**src/rtl/buzzer_io_pkg.sv**
```systemverilog
// rtl/buzzer_io_pkg.sv - shared types and register map for the buzzer I/O hub
package buzzer_io_pkg;

    typedef enum logic [1:0] {
        ST_IDLE    = 2'd0,
        ST_ARMED   = 2'd1,
        ST_DECIDED = 2'd2,
        ST_TIMEOUT = 2'd3
    } state_t;

    // Register offsets from IO_BASE
    localparam logic [2:0] REG_STATUS  = 3'd0;
    localparam logic [2:0] REG_CONTROL = 3'd1;
    localparam logic [2:0] REG_SWITCH  = 3'd2;
    localparam logic [2:0] REG_PRESS   = 3'd3;
    localparam logic [2:0] REG_TIMEOUT = 3'd4;
    localparam logic [2:0] REG_LOCKOUT = 3'd5;

    // CONTROL bit positions
    localparam int CTRL_START  = 0;
    localparam int CTRL_CLEAR  = 1;
    localparam int CTRL_LOCKEN = 2;

    // STATUS bit positions; first_player occupies [7:4]
    localparam int STAT_ACTIVE     = 0;
    localparam int STAT_VALID      = 1;
    localparam int STAT_TIMEOUT    = 2;
    localparam int STAT_PLAYER_LSB = 4;

endpackage

```
**src/rtl/buzzer_io_hub_debounce.sv**
```systemverilog
// rtl/buzzer_io_hub_debounce.sv - single-bit debouncer with rising-edge pulse
module debounce_chan #(
    parameter int DEBOUNCE_CYCLES = 16
) (
    input  logic clk,
    input  logic rst,
    input  logic in,
    output logic level,
    output logic rise
);

    localparam int CW = $clog2(DEBOUNCE_CYCLES);
    localparam logic [CW-1:0] CNT_MAX = CW'(DEBOUNCE_CYCLES - 1);

    logic [CW-1:0] cnt;

    // Count consecutive samples that disagree with the level; flip after a full run.
    // rise is registered alongside level so it is high in the first cycle the level is 1.
    always_ff @(posedge clk) begin
        if (rst) begin
            level <= 1'b0;
            rise  <= 1'b0;
            cnt   <= '0;
        end else begin
            rise <= 1'b0;
            if (in == level) begin
                cnt <= '0;
            end else if (cnt == CNT_MAX) begin
                level <= in;
                rise  <= in;
                cnt   <= '0;
            end else begin
                cnt <= cnt + 1'b1;
            end
        end
    end

endmodule

```
**src/rtl/buzzer_io_hub.sv**
```systemverilog
// rtl/buzzer_io_hub.sv - debounced buzzer arbitration with memory-mapped registers
module buzzer_io_hub
    import buzzer_io_pkg::*;
#(
    parameter int          NUM_PLAYERS     = 4,
    parameter int          SW_WIDTH        = 8,
    parameter int          DEBOUNCE_CYCLES = 16,
    parameter int          TIMER_WIDTH     = 16,
    parameter logic [15:0] IO_BASE         = 16'hC000,
    localparam int         PW              = (NUM_PLAYERS > 1) ? $clog2(NUM_PLAYERS) : 1
) (
    input  logic                   clk,
    input  logic                   rst,
    input  logic [NUM_PLAYERS-1:0] btn_raw,
    input  logic [SW_WIDTH-1:0]    sw_raw,
    input  logic [15:0]            adr,
    input  logic [15:0]            writedata,
    input  logic                   memwrite,
    input  logic                   memread,
    output logic                   io_sel,
    output logic [15:0]            rdata,
    output logic                   round_active,
    output logic                   first_valid,
    output logic [PW-1:0]          first_player,
    output logic                   timed_out,
    output logic [NUM_PLAYERS-1:0] press_mask
);

    state_t                   state;
    logic [TIMER_WIDTH-1:0]   timer;
    logic [TIMER_WIDTH-1:0]   timeout_reg;
    logic [NUM_PLAYERS-1:0]   lockout;
    logic                     lockout_en;

    logic [NUM_PLAYERS-1:0]   btn_level;
    logic [NUM_PLAYERS-1:0]   btn_rise;
    logic [SW_WIDTH-1:0]      sw_level;
    logic [SW_WIDTH-1:0]      sw_rise;

    logic [15:0]              adr_off;
    logic [2:0]               off;
    logic                     wr;
    logic                     rd;
    logic                     start;
    logic                     clear;
    logic [NUM_PLAYERS-1:0]   w1c;
    logic [NUM_PLAYERS-1:0]   btn_evt;
    logic [NUM_PLAYERS-1:0]   elig;
    logic [NUM_PLAYERS-1:0]   press_keep;
    logic [PW-1:0]            win;
    logic [15:0]              status;
    logic [15:0]              rd_mux;
    logic                     unused_bits;

    // Buttons are active-low; invert so the debouncer's reset level means "released"
    for (genvar i = 0; i < NUM_PLAYERS; i++) begin : g_btn
        debounce_chan #(.DEBOUNCE_CYCLES(DEBOUNCE_CYCLES)) u_db (
            .clk   (clk),
            .rst   (rst),
            .in    (~btn_raw[i]),
            .level (btn_level[i]),
            .rise  (btn_rise[i])
        );
    end

    for (genvar i = 0; i < SW_WIDTH; i++) begin : g_sw
        debounce_chan #(.DEBOUNCE_CYCLES(DEBOUNCE_CYCLES)) u_db (
            .clk   (clk),
            .rst   (rst),
            .in    (sw_raw[i]),
            .level (sw_level[i]),
            .rise  (sw_rise[i])
        );
    end

    assign io_sel  = (adr >= IO_BASE) && (adr <= IO_BASE + 16'd7);
    assign adr_off = adr - IO_BASE;
    assign off     = adr_off[2:0];
    assign wr      = memwrite && io_sel;
    assign rd      = memread && io_sel;
    assign start   = wr && (off == REG_CONTROL) && writedata[CTRL_START];
    assign clear   = wr && (off == REG_CONTROL) && writedata[CTRL_CLEAR];
    assign w1c     = (wr && (off == REG_PRESS)) ? writedata[NUM_PLAYERS-1:0] : '0;

    // rise already implies the level is pressed; the AND keeps btn_level meaningful
    assign btn_evt    = btn_rise & btn_level;
    assign elig       = btn_evt & ~lockout;
    assign press_keep = press_mask & ~w1c;

    assign round_active = (state == ST_ARMED);
    assign first_valid  = (state == ST_DECIDED);
    assign timed_out    = (state == ST_TIMEOUT);

    assign unused_bits = ^{sw_rise, adr_off[15:3]};

    // Lowest eligible index: scan downward so the smallest set bit is assigned last
    always_comb begin
        win = '0;
        for (int i = NUM_PLAYERS - 1; i >= 0; i--) begin
            if (elig[i]) win = PW'(i);
        end
    end

    // Status word and read-data selection
    always_comb begin
        status = '0;
        status[STAT_ACTIVE]  = round_active;
        status[STAT_VALID]   = first_valid;
        status[STAT_TIMEOUT] = timed_out;
        status[STAT_PLAYER_LSB +: 4] = 4'(first_player);
        rd_mux = '0;
        case (off)
            REG_STATUS:  rd_mux = status;
            REG_SWITCH:  rd_mux = 16'(sw_level);
            REG_PRESS:   rd_mux = 16'(press_mask);
            REG_TIMEOUT: rd_mux = 16'(timeout_reg);
            REG_LOCKOUT: rd_mux = 16'(lockout);
            default:     rd_mux = '0;
        endcase
    end

    // Bus-side registers: timeout reload, lockout enable and registered read data
    always_ff @(posedge clk) begin
        if (rst) begin
            timeout_reg <= '0;
            lockout_en  <= 1'b0;
            rdata       <= '0;
        end else begin
            if (wr && (off == REG_TIMEOUT)) timeout_reg <= TIMER_WIDTH'(writedata);
            if (wr && (off == REG_CONTROL)) lockout_en  <= writedata[CTRL_LOCKEN];
            if (rd) rdata <= rd_mux;
        end
    end

    // Round state machine; a press-mask W1C is applied first so a same-cycle press wins
    always_ff @(posedge clk) begin
        if (rst) begin
            state        <= ST_IDLE;
            timer        <= '0;
            first_player <= '0;
            press_mask   <= '0;
            lockout      <= '0;
        end else begin
            press_mask <= press_keep;
            case (state)
                ST_IDLE: begin
                    if (clear) begin
                        lockout <= '0;
                    end else if (start) begin
                        state      <= ST_ARMED;
                        timer      <= timeout_reg;
                        press_mask <= '0;
                    end else if (lockout_en) begin
                        lockout <= lockout | btn_evt;
                    end
                end
                ST_ARMED: begin
                    if (clear) begin
                        state        <= ST_IDLE;
                        lockout      <= '0;
                        first_player <= '0;
                    end else begin
                        press_mask <= press_keep | btn_evt;
                        if (elig != '0) begin
                            state        <= ST_DECIDED;
                            first_player <= win;
                        end else if (timer == TIMER_WIDTH'(1)) begin
                            state <= ST_TIMEOUT;
                            timer <= '0;
                        end else if (timer != '0) begin
                            timer <= timer - 1'b1;
                        end
                    end
                end
                ST_DECIDED: begin
                    if (clear) begin
                        state        <= ST_IDLE;
                        lockout      <= '0;
                        first_player <= '0;
                    end else begin
                        press_mask <= press_keep | btn_evt;
                    end
                end
                ST_TIMEOUT: begin
                    if (clear) begin
                        state        <= ST_IDLE;
                        lockout      <= '0;
                        first_player <= '0;
                    end
                end
                default: state <= ST_IDLE;
            endcase
        end
    end

endmodule

```
**config.mk**
```make
export PLATFORM = sky130hd
export DESIGN_NAME = buzzer_io_hub
export DESIGN_NICKNAME = d
export VERILOG_FILES = /design/src/rtl/buzzer_io_pkg.sv /design/src/rtl/buzzer_io_hub_debounce.sv /design/src/rtl/buzzer_io_hub.sv
export SDC_FILE = /design/constraint.sdc
export NUM_CORES = 1
export LEC_CHECK = 0
export CORE_UTILIZATION = 55
export CTS_CLUSTER_SIZE = 25
export DETAILED_ROUTE_END_ITERATION = 16
export GPL_ROUTABILITY_DRIVEN = 0
export HOLD_SLACK_MARGIN = 0.05
export PLACE_DENSITY_LB_ADDON = 0.3
export SYNTH_ARGS = -nofsm -noshare
export SYNTH_HDL_FRONTEND = slang
export SYNTH_HIERARCHICAL = 1
export SYNTH_SLANG_ARGS = --single-unit
export TNS_END_PERCENT = 50
```
**constraint.sdc**
```tcl
create_clock -name clk -period 3.2 [get_ports clk]
set_input_delay 0.64 -clock clk [delete_from_list [all_inputs] [get_ports clk]]
set_output_delay 0.64 -clock clk [all_outputs]
set_load 0.05 [all_outputs]
```
==> reports/qor.yml <==
global_routing:
  grt_overflow_total: 0
  grt_pass1_wl_mm: 24.6
  track_usage: 0.279
  grt_max_degree: 47
  grt_pass1_vias: 5247
  antenna_found_initial: 0
route:
  vias: 5261
  drtAntennaViolNets: 0
  first_pass_iters: 5
  met2_length_mm: 7.59
  wl_met3_um: 909
  drt_iter0_markers: 432
  drt-total-wl_mm: 14.9
  avgRoutedWirePerCell_um: 16.6
  highest_layer: "met4"
  wirelength_met1_mm: 5.96
  drc: 0
  via_per_inst: 5.85
placement:
  port-buffer-count: 73
  post-place-cells: 869
  hpwl_mm: 10.5
  post_dp_cell_area_sq_mm: 0.00682
cts:
  worstSkewPairLatency_ns: 0.53
  htreeDepth: 4
  path_clk_slew_ns: 0.06
  cts_resized: 0
  cts_tree: "yes"
  cts.path.max_buffers: 2
  ctsRootBufferMaster: "clkbuf_8"
  post_cts_buffers: 0
  cts_made_buffers: 17
  clock_sink_count: 125
  cts_hold_buf: 0
job:
  drv_cap: 0
power:
  p_total_uw: 3670
  pwr_density_cell_mw_per_mm2: 496
  switching_share: 0.220
  ir_worst_vdd_v: 0.000540
  clockPowerShare: 0.524
  switching_power_uw: 809
  combinationalPowerShare: 0.045
  pwr-share-seq: 0.431
  leakage_uw: 0.00300
  p_int_uw: 2860
layout:
  layout-drive-gt1-share: 0.124
  regMostFlops: "g_sw.u_db/cnt"
  stdcell_area_sq_mm: 0.00741
  largest_reg_flops: 32
  antenna_cells: 0
  layout.nets: 819
  area_growth_pct: 24.8
  layout.cells.non_filler: 900
yosys:
  syn_nets: 738
  synth_area_per_cell_sq_um: 8.86
  yosys_warnings: 6
  netlist_area_sq_mm: 0.00594
  synth_cells: 671
setup_path:
  crit_family: "buffers and inverters"
  max_stage_delay_ns: 0.92
  crit_chain: "inv_1 -> ha_1 -> clkdlybuf4s50_1"
  crit_buf_inv: 2
  critPathArrivalTime_ns: 2.46
  end_kind: "output port"
  cp_slowest_cell: "clkdlybuf4s50_1"
  critPathLaunchType: "flop"
  worstSetupPathType: "reg2out"
  cp_data_required_time_ns: 2.56
  cp_max_fo: 15
floorplanning:
  start_util: 0.570
  die-area_sq_mm: 0.0112
  ioPinCount: 74
  coreArea_sq_mm: 0.0104
  die_w_um: 106
  rows: 37
  dieHeight_um: 106
timing:
  worst_slew_margin_rel: 0.402
  setup_violations: 0
  finalCritPeriodShare: 0.967
  fmax_ghz: 0.323
  tightest_slew_ns: 0.893
  clock_skew_ns: 0.0205
  final_max_slew_viol_count: 0
  hold_viol: 0
  fin_crit_ns: 3.10
  rsz0062_at_grt: "false"
run_status:
  run_status: "complete, no violations"
min_path:
  hp-class: "reg2reg"
[cell usage in the layout (no fill, tap or decap), types with 4 or more instances in the layout]
cell,count
mux2i_1,19
nor3_1,13
buf_4,12
nand2_1,82
clkbuf_16,16
and2_1,6
nor4_1,6
nor4b_1,4
nor2_1,84
o2bb2ai_1,5
nand4_1,4
inv_1,24
and3b_2,12
nand3b_1,18
nand3_2,13
clkdlybuf4s50_1,71
ha_1,19
a31oi_1,5
o21ai_0,7
nand2b_1,6
a211oi_1,5
nor2b_1,6
clkinv_4,4
a21oi_1,53
nand3_1,26
a22oi_1,6
dfxtp_1,125
xor2_1,39
[metal layers]
metal  vias up  track usage
met5         -            0
met4         0        0.149
met3        41       0.0742
met2       175        0.487
met1      2528        0.309
li1       2517            -
[power by group through the flow]
stage	sequential (uW)	combinational, uW	clock [uW]
global route	1580	182	2030
floorplan	1610	70.1	0
global placement	1610	157	0
detailed placement	1620	164	0
CTS	1580	166	1950
finish	1580	167	1920
[final cells by class]
type	count	area (sq um)
clock inverters	13	165
multi-input cells	498	3210
inverters	24	90.1
clock buffers	18	428
repair buffers	86	846
well taps	136	170
fillers	788	3000
flip-flops and latches	125	2500
[final timing paths]
path,depth (start not counted),slack (ns),end,start
worst min-delay path,1,0.45,g_sw[0].u_db/cnt[0],g_sw[0].u_db/cnt[0]
worst min register to register,1,0.45,g_sw[0].u_db/cnt[0],g_sw[0].u_db/cnt[0]
worst max register to register,6,0.64,timer[6],state[1]
worst max-delay path,3,0.10,round_active,state[1]
[worst reg2reg max path, cell delays in order (launching register included)]
cell and delay (ns):
dfxtp_1 0.34, inv_1 0.11, ha_1 0.57, nor2_1 0.21, nor4b_4 0.79, a21boi_0 0.21
o21ba_2 0.25
[through the flow]
step / utilization / hold WS [ns] / setup TNS, ns / setup WS [ns]
2_1_floorplan: - / 0.418 / 0 / 0.666
3_3_place_gp: 0.655 / 0.425 / -0.135 / -0.0732
3_5_place_dp: 0.655 / 0.444 / -0.316 / -0.129
4_1_cts: 0.712 / 0.452 / 0 / 0.0734
5_1_grt: 0.712 / 0.477 / 0 / 0.00172
6_report: 0.712 / 0.447 / 0 / 0.104
Note: power is estimated with default switching activity, not from simulation.
